<file path="src/rtl/regfile_wb_queue.sv">
// Ordered writeback queue feeding the register file write port, with RAW pending lookup.
// Define REGFILE_WB_QUEUE_FWD_EN to add youngest-match forwarding outputs.
module regfile_wb_queue #(
  parameter int DEPTH  = 4,
  parameter int DATA_W = 32,
  parameter int ADDR_W = 5
) (
  input  logic                     clk_i,
  input  logic                     rst_i,
  input  logic                     alu_valid_i,
  output logic                     alu_ready_o,
  input  logic [ADDR_W-1:0]        alu_rd_addr_i,
  input  logic [DATA_W-1:0]        alu_rd_data_i,
  input  logic                     lsu_valid_i,
  output logic                     lsu_ready_o,
  input  logic [ADDR_W-1:0]        lsu_rd_addr_i,
  input  logic [DATA_W-1:0]        lsu_rd_data_i,
  input  logic                     wb_stall_i,
  output logic [ADDR_W-1:0]        rd_addr_o,
  output logic [DATA_W-1:0]        rd_data_o,
  output logic                     rd_wren_o,
  input  logic [ADDR_W-1:0]        rs1_addr_i,
  input  logic [ADDR_W-1:0]        rs2_addr_i,
  output logic                     rs1_pend_o,
  output logic                     rs2_pend_o,
`ifdef REGFILE_WB_QUEUE_FWD_EN
  output logic [DATA_W-1:0]        rs1_fwd_data_o,
  output logic [DATA_W-1:0]        rs2_fwd_data_o,
  output logic                     rs1_fwd_hit_o,
  output logic                     rs2_fwd_hit_o,
`endif
  output logic [$clog2(DEPTH):0]   count_o
);

  localparam int PTR_W = $clog2(DEPTH);
  localparam int CNT_W = PTR_W + 1;

  logic [ADDR_W-1:0] q_addr [DEPTH];
  logic [DATA_W-1:0] q_data [DEPTH];
  logic [PTR_W-1:0]  wr_ptr;
  logic [PTR_W-1:0]  rd_ptr;
  logic              can_push;
  logic              push_lsu;
  logic              push_alu;
  logic              enq;
  logic              pop;
  logic [ADDR_W-1:0] in_addr;
  logic [DATA_W-1:0] in_data;

  assign can_push    = !rst_i && (count_o < CNT_W'(DEPTH));
  assign lsu_ready_o = can_push;
  assign alu_ready_o = can_push && !lsu_valid_i;
  assign push_lsu    = lsu_valid_i && lsu_ready_o;
  assign push_alu    = alu_valid_i && alu_ready_o;
  assign in_addr     = push_lsu ? lsu_rd_addr_i : alu_rd_addr_i;
  assign in_data     = push_lsu ? lsu_rd_data_i : alu_rd_data_i;
  // x0 writes finish the handshake but never occupy a slot
  assign enq         = (push_lsu || push_alu) && (in_addr != '0);
  assign pop         = (count_o != '0) && !wb_stall_i;

  always_ff @(posedge clk_i) begin
    if (rst_i) begin
      wr_ptr    <= '0;
      rd_ptr    <= '0;
      count_o   <= '0;
      rd_wren_o <= 1'b0;
      rd_addr_o <= '0;
      rd_data_o <= '0;
    end else begin
      if (enq) wr_ptr <= wr_ptr + 1'b1;
      if (pop) rd_ptr <= rd_ptr + 1'b1;
      count_o   <= count_o + CNT_W'(enq) - CNT_W'(pop);
      rd_wren_o <= pop;
      if (pop) begin
        rd_addr_o <= q_addr[rd_ptr];
        rd_data_o <= q_data[rd_ptr];
      end
    end
  end

  always_ff @(posedge clk_i) begin
    if (enq) begin
      q_addr[wr_ptr] <= in_addr;
      q_data[wr_ptr] <= in_data;
    end
  end

  logic [ADDR_W-1:0] rs_addr [2];
  logic [1:0]        pend;
`ifdef REGFILE_WB_QUEUE_FWD_EN
  logic [DATA_W-1:0] fwd [2];
`endif

  assign rs_addr[0] = rs1_addr_i;
  assign rs_addr[1] = rs2_addr_i;

  // Scan oldest to youngest so the last match is the youngest writer
  always_comb begin
    for (int s = 0; s < 2; s++) begin
      pend[s] = 1'b0;
`ifdef REGFILE_WB_QUEUE_FWD_EN
      fwd[s] = '0;
`endif
      if (rd_wren_o && (rd_addr_o == rs_addr[s])) begin
        pend[s] = 1'b1;
`ifdef REGFILE_WB_QUEUE_FWD_EN
        fwd[s] = rd_data_o;
`endif
      end
      for (int k = 0; k < DEPTH; k++) begin
        if ((CNT_W'(k) < count_o) &&
            (q_addr[rd_ptr + PTR_W'(k)] == rs_addr[s])) begin
          pend[s] = 1'b1;
`ifdef REGFILE_WB_QUEUE_FWD_EN
          fwd[s] = q_data[rd_ptr + PTR_W'(k)];
`endif
        end
      end
      if (rs_addr[s] == '0) begin
        pend[s] = 1'b0;
`ifdef REGFILE_WB_QUEUE_FWD_EN
        fwd[s] = '0;
`endif
      end
    end
  end

  assign rs1_pend_o = pend[0];
  assign rs2_pend_o = pend[1];
`ifdef REGFILE_WB_QUEUE_FWD_EN
  assign rs1_fwd_hit_o  = pend[0];
  assign rs2_fwd_hit_o  = pend[1];
  assign rs1_fwd_data_o = fwd[0];
  assign rs2_fwd_data_o = fwd[1];
`endif

endmodule

</file>
<file path="config.mk">
export PLATFORM = sky130hd
export DESIGN_NAME = regfile_wb_queue
export DESIGN_NICKNAME = d
export VERILOG_FILES = /design/src/rtl/regfile_wb_queue.sv
export SDC_FILE = /design/constraint.sdc
export NUM_CORES = 1
export LEC_CHECK = 0
export ABC_AREA = 1
export CORE_ASPECT_RATIO = 0.6
export CORE_UTILIZATION = 59
export DETAILED_ROUTE_END_ITERATION = 7
export PLACE_DENSITY = 0.93
export SETUP_SLACK_MARGIN = 0.2
export SYNTH_ARGS = -nofsm -noshare
export SYNTH_HDL_FRONTEND = slang
export SYNTH_SLANG_ARGS = --single-unit
</file>
<file path="constraint.sdc">
create_clock -name clk_i -period 9.5 [get_ports clk_i]
set_input_delay 1.9 -clock clk_i [delete_from_list [all_inputs] [get_ports clk_i]]
set_output_delay 1.9 -clock clk_i [all_outputs]
set_load 0.05 [all_outputs]
</file>
# Word level (Yosys, flattened, before mapping)
# Memory sizes are Yosys's and may differ from the RTL's. A register that Yosys moved wholly into a read port is not among the register bits.
# Cells that the tools add are included.
# totals
regBits,13
ram_bits,148
inputBits,89
out_inout_bits,45
wordCells,70
n_memories,2
# op_classes
addsub,6
order_cmp,5
n_eq_ne,10
muxes,18
n_reduce_logical,24
# memory_table
memory,words,width,read_ports,rd_clocked_by_memory_dff,write_ports,line,rtl
q_data,4,32,1,1,1,39,logic [DATA_W-1:0] q_data [DEPTH];
q_addr,4,5,4,1,1,38,logic [ADDR_W-1:0] q_addr [DEPTH];
# ops
cell,count
5-bit equality test,10
32-bit two-way mux,1
1-bit logical AND,16
1-bit two-way mux,14
5-bit zero test,2
1-bit by 3-bit less-than comparator with 1-bit output (first input constant),2
2-bit by 3-bit less-than comparator with 1-bit output (first input constant),2
5-bit two-way mux,1
5-bit nonzero test,1
2-bit by 1-bit adder with 2-bit output (second input constant),2
2-bit adder (second input constant),2
2-bit two-way mux,2
3-bit by 1-bit adder with 3-bit output,1
1-bit zero test,3
3-bit less-than comparator (second input constant),1
3-bit nonzero test,1
3-bit by 1-bit subtractor with 3-bit output,1
1-bit logical OR,1

# Logic depth before layout (Yosys ltp)
# Gate-level depths: netlist of run 1.
# logic_depth
ltp_word,8
ltp_mapped,15
ltp_nobuf,13

# Worst setup path before layout of run 1
# Ideal clock, no wire load.
# synth_timing
path_kind,input port to output port
startpoint,input port rs1_addr_i[3]
endpoint,output port rs1_pend_o
arrival_time_ns,3.276
setup_slack_ns,4.324
cell_stages,9
n_path_buf,1
cell_sequence,clkbuf_1 > inv_1 > nand2_1 > nand2_1 > nor2_1 > nand2_1 > o21ai_1 > nor2_1 > nor2_1
# synth_between
elab_chain_len,8
elab_cells_between_ends,17
classes_between,5 x eq/ne; 6 x mux; 6 x reduce/logical
# synth_lines
item,line,rtl
from (decl),22,"input logic [ADDR_W-1:0] rs1_addr_i,"
5-bit equality test,104,if (rd_wren_o && (rd_addr_o == rs_addr[s])) begin
1-bit logical AND,104,
1-bit two-way mux,104,
1-bit two-way mux (4 in a row),111,if ((CNT_W'(k) < count_o) &&
1-bit two-way mux *,119,if (rs_addr[s] == '0) begin
to (decl),24,"output logic rs1_pend_o,"
# Mark *: on every way between the ends. The rest lies on a longest branch, timed or not.

# Worst setup path after layout of run 1
# layout_timing
startpoint,input port rs2_addr_i[3]
endpoint,output port rs2_pend_o
# layout_between
elab_chain_len,8
elab_cells_between_ends,17
classes_between,5 x eq/ne; 6 x mux; 6 x reduce/logical
# layout_lines
item,line,rtl
from (decl),23,"input logic [ADDR_W-1:0] rs2_addr_i,"
5-bit equality test,104,
1-bit logical AND,104,
1-bit two-way mux,104,
1-bit two-way mux (4 in a row),111,
1-bit two-way mux *,119,
to (decl),25,"output logic rs2_pend_o,"
# Marked as above.

==> results.sh, run 1 <==
export IMPL_grt_pass1_wl_um=42100
export IMPL_start_util=0.615
export IMPL_critical_path_class="in -> out"
export IMPL_dieArea_um2=15900
export IMPL_final_common_cell="nand2_1"
export IMPL_cts_setup_buffers=0
export IMPL_drive_gt1_frac=0.0902
export IMPL_cts_hold_buffers_added=0
export IMPL_antenna_found_initial=1
export IMPL_holdCritPathClass="reg -> reg"
export IMPL_cts_tree="yes"
export IMPL_dieWidth_um=162
export IMPL_critical_path_arrival_ns=4.30
export IMPL_dr_total_vias=7787
export IMPL_endpoint_kind="output pin"
export IMPL_clock_path_buffers=2
export IMPL_powerDensity_nw_per_um2=280
export IMPL_hpwlAfterDp_um=17700
export IMPL_holdPathStages=2
export IMPL_yosysTopAreaCell="edfxtp_1"
export IMPL_finalHoldViolCount=0
export IMPL_wl_per_cell_um=22.0
export IMPL_cts_root_buffer="clkbuf_16"
export IMPL_cts_made_buffers=17
export IMPL_crit_fanout=6
export IMPL_fmax_mhz=161
export IMPL_min_from="rd_data_o[11]$_SDFFE_PP0P_"
export IMPL_critPathLaunchType="input pin"
export IMPL_routed_via_density=6.34
export IMPL_routed_wl_um=27000
export IMPL_syn_area_um2=9070
export IMPL_mostFrequentLayoutCells="nand2_1, edfxtp_1, clkdlybuf4s50_1"
export IMPL_rr_endpoint="count_o[2]$_SDFF_PP0_"
export IMPL_skew_ns=0.0181
export IMPL_crit_required_ns=7.60
export IMPL_syn_inst=906
export IMPL_io_buffers=133
export IMPL_hold_worst_slack_ns=0.565
export IMPL_grt_usage=0.356
export IMPL_synth_nets=1004
export IMPL_clock_latency_ns=0.44
export IMPL_core_area_um2=14800
export IMPL_tightest_slew_ns=1.18
export IMPL_firstDrtPassIters=5
export IMPL_drt_iter0_markers=1262
export IMPL_seq_area_frac_synth=0.594
export IMPL_placed_area_um2=10500
export IMPL_reg2reg_depth=13
export IMPL_synth_top_area_share=0.490
export IMPL_die_y_um=98.1
export IMPL_period_needed_ns=6.20
export IMPL_setup_tns_ns=0
export IMPL_ys_top_cells_by_area="edfxtp_1, dfxtp_1, nand2_1"
export IMPL_fillers=950
export IMPL_cts_htree_levels=4
export IMPL_drc=0
export IMPL_fin_util=0.753
export IMPL_grt_max_degree=80
export IMPL_area_growth_pct=22.5
export IMPL_place_congestion=1.02
export IMPL_p_leak_uw=0.00421
export IMPL_grt_pass1_vias=7686
export IMPL_syn_area_per_cell_um2=10.0
export IMPL_clkTransAtPathRegs_ns=0.08
export IMPL_finalInstanceArea_um2=11100
export IMPL_status="completed"
export IMPL_rsz0062_at_grt="false"
export IMPL_ant_nets=0
export IMPL_reg2reg_from="count_o[2]$_SDFF_PP0_"
export IMPL_num_rows=34
export IMPL_cap_viol_max_count=0
export IMPL_min_to="rd_data_o[11]$_SDFFE_PP0P_"
export IMPL_ios=134
export IMPL_cts_resized=0
export IMPL_setup_violations=0
export IMPL_cts_sinks=195
export IMPL_vdd_drop_max_uv=157
export IMPL_nets=1116
export IMPL_r2r_slack_ns=5.73
export IMPL_slew_headroom=0.214
export IMPL_drv_slew=0
export IMPL_post_route_period_util=0.652
export IMPL_yosysUniqueCellTypes=33
export IMPL_insertedDiodeCount=0
export IMPL_yosysWarnings=0
export IMPL_grt_ovfl_total=0
export IMPL_ys_ff_latch=195
[flip-flops by register name, indices dropped and copies added (netlist names), named ones only]
register,count
rd_data_o,32
wr_ptr,2
rd_addr_o,5
rd_ptr,2
q_data,128
q_addr,20
rd_wren_o,1
count_o,3
[power breakdown]
group,switching [uW],internal (uW)
Combinational,879,359
Sequential,96.3,1050
Clock,351,379
Total,1330,1790
[routing by layer]
layer  part of all wire  GRT usage  up-vias
met5                  0          0        -
met4              0.025      0.124        0
met3               0.14     0.0884       86
met2               0.42      0.517      619
met1               0.41      0.521     3639
li1                   -          -     3443
[worst max-delay path by stage]
| stage | cells after the start | endpoint | slack [ns] | startpoint |
|---|---|---|---|---|
| finish | 10 | rs2_pend_o | 3.30 | rs2_addr_i[3] |
| global route | 10 | rs2_pend_o | 3.25 | rs2_addr_i[3] |
| CTS | 10 | rs2_pend_o | 3.40 | rs2_addr_i[3] |
| detailed placement | 10 | rs2_pend_o | 3.42 | rs2_addr_i[3] |
| global placement | 10 | rs2_pend_o | 3.36 | rs2_addr_i[3] |
| floorplan | 9 | rs1_pend_o | 4.32 | rs1_addr_i[3] |
[kinds of logic (layout without fill, tap and decap cells)]
kind of cell,after synthesis,count (layout),synth area share
AND/OR/NAND/NOR,430,430,0.201
XOR/XNOR,4,4,0.00386
buffers and inverters,102,227,0.0501
flip-flops,195,195,0.594
adder cells (fa/ha/maj),9,9,0.0132
multiplexers,32,32,0.0397
AO/OA/AOI/OAI,134,134,0.0982
[Yosys cell counts]
master    number
o21ai_0       49
inv_2          2
inv_4          1
inv_1         50
mux2_2        32
a31oi_2        1
a21oi_1       13
clkinv_1       1
nor2_4         1
buf_4          2
a21boi_0       1
xor2_1         2
clkbuf_1      29
nand4_1        3
nor3_1         5
a41oi_1       32
buf_6          7
o21ai_1        2
a221oi_1       2
nand2_1      226
xnor2_1        2
nand2_2        9
a22oi_1       32
o22ai_1        2
fa_1           1
ha_1           8
nand3_1      131
buf_2          7
nor2_1        53
nor2_2         2
dfxtp_1       47
buf_1          3
edfxtp_1     148
[critical path, cell delays in order]
cell and delay (ns):
clkdlybuf4s50_1 0.67, inv_1 0.23, nand3_1 0.13, nand2_1 0.06, nor2_1 0.14, nand3_1 0.10, nand3_1 0.11, nor2_1 0.05
nor2_1 0.09, clkdlybuf4s50_1 0.81
[area by class of cell]
type	instances	area [um2]	area share
clock buffer	17	425	0.0383
clock inverter	15	188	0.0169
inverter	54	205	0.0185
multi-input combinational	609	3270	0.294
sequential	195	5390	0.485
tap	198	248	0.0223
timing repair buffer	141	1390	0.125
[metrics by stage]
| stage | instances | setup WS (ns) | power [uW] |
|---|---|---|---|
| floorplan | 906 | 4.32 | 1950 |
| finish | 1229 | 3.30 | 3110 |
| global placement | 1197 | 3.36 | 2330 |
| CTS | 1229 | 3.40 | 3080 |
| global route | 1229 | 3.25 | 3250 |
| detailed placement | 1197 | 3.42 | 2340 |
(Power assumes the default switching activity.)
==> run 2: changes to the inputs <==
--- a/config.mk
+++ b/config.mk
@@ -7,9 +7,9 @@
 export LEC_CHECK = 0
 export ABC_AREA = 1
 export CORE_ASPECT_RATIO = 0.6
-export CORE_UTILIZATION = 59
+export CORE_UTILIZATION = 49
 export DETAILED_ROUTE_END_ITERATION = 7
-export PLACE_DENSITY = 0.93
+export PLACE_DENSITY = 0.83
 export SETUP_SLACK_MARGIN = 0.2
 export SYNTH_ARGS = -nofsm -noshare
 export SYNTH_HDL_FRONTEND = slang
==> constraint.sdc (replaced) <==
create_clock -name clk_i -period 5.52 [get_ports clk_i]
set_input_delay 1.104 -clock clk_i [delete_from_list [all_inputs] [get_ports clk_i]]
set_output_delay 1.104 -clock clk_i [all_outputs]
set_load 0.05 [all_outputs]
==> run 2 against run 1 <==
  * Final area grew 1.7%
  * Setup slack lost 2.4 ns
  * Sequential power grew 72%
  * Power grew 73%
  * Clock power grew 81%
  * Critical path depth shrank 2
  * Wire length shrank 9.1%
  * Highest routed layer unchanged
  * Flip-flop and latch count is the same
  * First-iteration DRC count shrank 23%
  * Worst hold slack lost 0.017 ns
  * Largest cell class unchanged
==> results.sh, run 2 (same netlist as run 1, synthesis figures left out) <==
export IMPL_status="completed"
export IMPL_cts_made_buffers=17
export IMPL_firstDrtPassIters=7
export IMPL_slew_headroom=0.466
export IMPL_dr_total_vias=7400
export IMPL_dieArea_um2=19100
export IMPL_antenna_found_initial=0
export IMPL_cap_viol_max_count=0
export IMPL_largest_reg_flops=128
export IMPL_setup_violations=0
export IMPL_grt_max_degree=80
export IMPL_num_rows=38
export IMPL_core_area_um2=18100
export IMPL_critical_path_class="in -> out"
export IMPL_final_common_cell="nand2_1"
export IMPL_grt_pass1_vias=6950
export IMPL_cp_top_family="buffers and inverters"
export IMPL_nets=1123
export IMPL_hpwlAfterDp_um=16700
export IMPL_tightest_slew_ns=0.800
export IMPL_largest_register="q_data"
export IMPL_grt_pass1_wl_um=37900
export IMPL_top_regs="q_data (128), rd_data_o (32), q_addr (20)"
export IMPL_fin_util=0.624
export IMPL_cts_sinks=195
export IMPL_start_util=0.501
export IMPL_ios=134
export IMPL_fillers=1429
export IMPL_routed_via_density=5.79
export IMPL_cts_setup_buffers=0
export IMPL_holdCritPathClass="reg -> reg"
export IMPL_place_congestion=0.999
export IMPL_clock_path_buffers=2
export IMPL_vdd_drop_max_uv=294
export IMPL_wl_per_cell_um=19.2
export IMPL_cts_hold_buffers_added=0
export IMPL_critPathLaunchType="input pin"
export IMPL_crit_buf_inv=3
export IMPL_area_growth_pct=24.6
export IMPL_crit_fanout=6
export IMPL_slowest_delay_ns=0.80
export IMPL_drive_gt1_frac=0.0973
export IMPL_drv_slew=0
export IMPL_p_leak_uw=0.00427
export IMPL_crit_chain="clkdlybuf4s50_1 > inv_1 > a221oi_1 > nand4_1 > o21ai_1 > nor2_1 > nor2_1 > clkdlybuf4s50_1"
export IMPL_crit_required_ns=4.42
export IMPL_totalPowerFinal_uw=5380
export IMPL_cp_slowest_cell="clkdlybuf4s50_1"
export IMPL_period_needed_ns=4.61
export IMPL_io_buffers=133
export IMPL_finalHoldViolCount=0
export IMPL_die_y_um=107
export IMPL_mostFrequentLayoutCells="nand2_1, edfxtp_1, clkdlybuf4s50_1"
export IMPL_grt_ovfl_total=0
export IMPL_powerDensity_nw_per_um2=476
export IMPL_cts_tree="yes"
export IMPL_drc=0
export IMPL_rsz0062_at_grt="false"
export IMPL_cts_resized=0
export IMPL_fmax_mhz=217
export IMPL_cts_root_buffer="clkbuf_16"
export IMPL_routed_wl_um=24500
export IMPL_critical_path_arrival_ns=3.50
export IMPL_drt_iter0_markers=971
export IMPL_clkTransAtPathRegs_ns=0.07
export IMPL_insertedDiodeCount=0
export IMPL_grt_usage=0.268
export IMPL_post_route_period_util=0.834
export IMPL_dieWidth_um=178
export IMPL_cts_htree_levels=4
export IMPL_setup_tns_ns=0
export IMPL_endpoint_kind="output pin"
export IMPL_clock_latency_ns=0.43
export IMPL_skew_ns=0.0195
export IMPL_ant_nets=0
run 2: area by class of cell:
type                            count  area [um2]  share of cell area
Tap cell                          240         300              0.0266
Timing Repair Buffer              148        1480               0.131
Clock buffer                       17         425              0.0376
Clock inverter                     15         236              0.0209
Multi-Input combinational cell    609        3270               0.289
Inverter                           54         205              0.0182
Sequential cell                   195        5390               0.477
run 2: path summary, 6_finish.rpt:
path                                from                        end  slack, ns  depth (start not counted)
setup / recovery           rs1_addr_i[1]                 rs1_pend_o       0.91                          8
hold / removal    q_data[0][8]$_DFFE_PP_  rd_data_o[8]$_SDFFE_PP0P_       0.55                          2
setup reg to reg   count_o[2]$_SDFF_PP0_      count_o[2]$_SDFF_PP0_       2.26                         13
hold reg to reg   q_data[0][8]$_DFFE_PP_  rd_data_o[8]$_SDFFE_PP0P_       0.55                          2
run 2: layer usage:
metal	track usage	up-vias	wire length, um
met2	0.383	400	10200
met1	0.388	3521	11200
met4	0.0720	0	238
met3	0.0900	24	2860
met5	0	-	0
li1	-	3455	-
run 2: where the power goes:
| group | internal [uW] | switching [uW] |
|---|---|---|
| Clock | 681 | 642 |
| Combinational | 638 | 1440 |
| Sequential | 1800 | 172 |
| Total | 3120 | 2260 |
run 2: worst register-to-register path, cell delays in order, from the launching register on:
cell and delay [ns]:
dfxtp_1 0.60, nor2_4 0.10, nand2_2 0.43, nand2_1 0.10, nand2_1 0.28, nor2_1 0.10, a31oi_2 0.26, inv_2 0.18
ha_1 0.32, inv_1 0.04, ha_1 0.18, fa_1 0.37, xor2_1 0.13, nor2_1 0.05
run 2: through the flow:
step                      std cells  instance area (um2)  hold slack, ns  worst slack [ns]
final                          1278                11300           0.548             0.915
after global routing           1278                11300           0.573             0.815
after CTS                      1278                11300           0.552             0.979
after detailed placement       1246                10600           0.533             0.979
after global placement         1246                10600           0.535             0.941
after floorplan                 906                 9070           0.521              1.39
==> run 3: changes to the inputs <==
==> constraint.sdc (replaced) <==
create_clock -name clk_i -period 3.7 [get_ports clk_i]
set_input_delay 0.74 -clock clk_i [delete_from_list [all_inputs] [get_ports clk_i]]
set_output_delay 0.74 -clock clk_i [all_outputs]
set_load 0.05 [all_outputs]
==> run 3 against run 2 <==
  * Clock power rose by 42%
  * Via count is 1.4% higher
  * Sequential power rose by 46%
  * Sequential share of layout area down 0.47 points
  * Count of clock-buffer cells in the layout stayed put
  * Worst hold slack improved by 0.0086 ns
  * Clock skew fell by 0.0030 ns
  * First-iteration DRC count decreased by 19%
==> results.sh, run 3 (same netlist as run 1, synthesis figures left out) <==
export IMPL_setup_tns_ns=0
export IMPL_slowest_delay_ns=0.34
export IMPL_status="completed"
export IMPL_tightest_slew_ns=0.912
export IMPL_place_congestion=0.991
export IMPL_dr_total_vias=7500
export IMPL_ant_nets=0
export IMPL_fmax_mhz=299
export IMPL_fillers=1446
export IMPL_cts_root_buffer="clkbuf_16"
export IMPL_die_y_um=107
export IMPL_placed_area_um2=10800
export IMPL_antenna_found_initial=0
export IMPL_powerDensity_nw_per_um2=699
export IMPL_p_leak_uw=0.00436
export IMPL_hold_worst_slack_ns=0.557
export IMPL_critical_path_arrival_ns=2.60
export IMPL_insertedDiodeCount=0
export IMPL_setup_slack_ns=0.358
export IMPL_io_buffers=133
export IMPL_clock_path_buffers=2
export IMPL_cts_tree="yes"
export IMPL_grt_pass1_wl_um=40200
export IMPL_crit_required_ns=2.96
export IMPL_period_needed_ns=3.34
export IMPL_post_route_period_util=0.903
export IMPL_drt_iter0_markers=786
export IMPL_start_util=0.501
export IMPL_fin_util=0.631
export IMPL_drive_gt1_frac=0.114
export IMPL_dieWidth_um=178
export IMPL_num_rows=38
export IMPL_mostFrequentLayoutCells="nand2_1, edfxtp_1, nand3_1"
export IMPL_p_seq_frac=0.363
export IMPL_slew_headroom=0.391
export IMPL_drc=0
export IMPL_wl_per_cell_um=19.4
export IMPL_r2r_slack_ns=0.91
export IMPL_grt_pass1_vias=7205
export IMPL_top_regs="q_data (128), rd_data_o (32), q_addr (20)"
export IMPL_hpwlAfterDp_um=17100
export IMPL_cts_htree_levels=4
export IMPL_grt_ovfl_total=0
export IMPL_grt_usage=0.280
export IMPL_final_common_cell="nand2_1"
export IMPL_cp_slowest_cell="dfxtp_2"
export IMPL_area_growth_pct=25.9
export IMPL_cts_sinks=195
export IMPL_endpoint_kind="output pin"
export IMPL_p_switching_uw=3300
export IMPL_drv_slew=0
export IMPL_holdCritPathClass="reg -> reg"
export IMPL_cap_viol_max_count=0
export IMPL_internal_power_uw=4690
export IMPL_dp_worst_setup_slack_ns=0.264
export IMPL_routed_wl_um=25100
export IMPL_ios=134
export IMPL_firstDrtPassIters=6
export IMPL_dieArea_um2=19100
export IMPL_critPathLaunchType="register"
export IMPL_crit_chain="inv_4 > nand2_1 > nand2_4 > nand2_1 > nand3_1 > nand2_1 > nor2_1 > nand3_1 > nand3_1 > nor2_1 > nor2_1 > buf_12"
export IMPL_grt_max_degree=80
export IMPL_pwr_share_clk=0.235
export IMPL_skew_ns=0.0165
export IMPL_combPwrFrac=0.402
export IMPL_finalInstanceArea_um2=11400
export IMPL_largest_register="q_data"
export IMPL_core_area_um2=18100
export IMPL_routed_via_density=5.79
export IMPL_clock_latency_ns=0.43
export IMPL_rsz0062_at_grt="false"
export IMPL_nets=1140
export IMPL_crit_fanout=23
export IMPL_switching_share=0.413
export IMPL_cts_made_buffers=17
export IMPL_vdd_drop_max_uv=419
export IMPL_largest_reg_flops=128
export IMPL_clkTransAtPathRegs_ns=0.07
export IMPL_critical_path_class="reg -> out"
export IMPL_finalHoldViolCount=0
export IMPL_setup_violations=0
## run 3: worst max-delay path, delay by kind of cell (launching register included)
kind	cells	cell delay, ns
DFF	1	0.34
buffers and inverters	2	0.39
and+or+nand+nor	10	1.42
## run 3: final timing paths
path                                      to  cells after the start                     from
setup / recovery                  rs1_pend_o                     12   rd_ptr[0]$_SDFFE_PP0P_
hold reg to reg   rd_data_o[11]$_SDFFE_PP0P_                      2  q_data[0][11]$_DFFE_PP_
hold / removal    rd_data_o[11]$_SDFFE_PP0P_                      2  q_data[0][11]$_DFFE_PP_
setup reg to reg       count_o[2]$_SDFF_PP0_                     13    count_o[2]$_SDFF_PP0_
## run 3: per-stage QoR
stage          power (uW)  std cells
2_1_floorplan        5000        906
3_3_place_gp         6010       1261
3_5_place_dp         6040       1261
4_1_cts              7920       1293
5_1_grt              8400       1295
6_report             7990       1295
## run 3: repair_timing
action,in CTS,in global routing
endpoints found under the setup margin,2,2
endpoints found under the hold margin,0,0
gates resized for setup,2,10
hold buffers,0,0
buffers inserted,0,2
cloned,0,0
## run 3: power by group through the flow
stage                     registers [uW]  clock network, uW  logic, uW
final                               2900               1870       3210
after global routing                2930               1980       3490
after CTS                           2910               1890       3120
after detailed placement            2950                  0       3090
after global placement              2940                  0       3060
after floorplan                     3400                  0       1600
## run 3: layout make-up
type                       instances  area [um2]  share of cell area
tap                              240         300              0.0263
clock buffer                      17         425              0.0372
clock inverter                    15         190              0.0167
inverter                          54         211              0.0185
sequential                       195        5390               0.472
timing repair buffer             165        1630               0.142
multi-input combinational        609        3280               0.287
## run 3: layer usage
metal / track usage / vias to the layer above / routed length (um) / share of wire
met4: 0.0830 / 0 / 286 / 0.011
met5: 0 / - / 0 / 0
li1: - / 3487 / - / -
met2: 0.396 / 421 / 10700 / 0.42
met3: 0.0660 / 21 / 2600 / 0.10
met1: 0.423 / 3571 / 11500 / 0.46
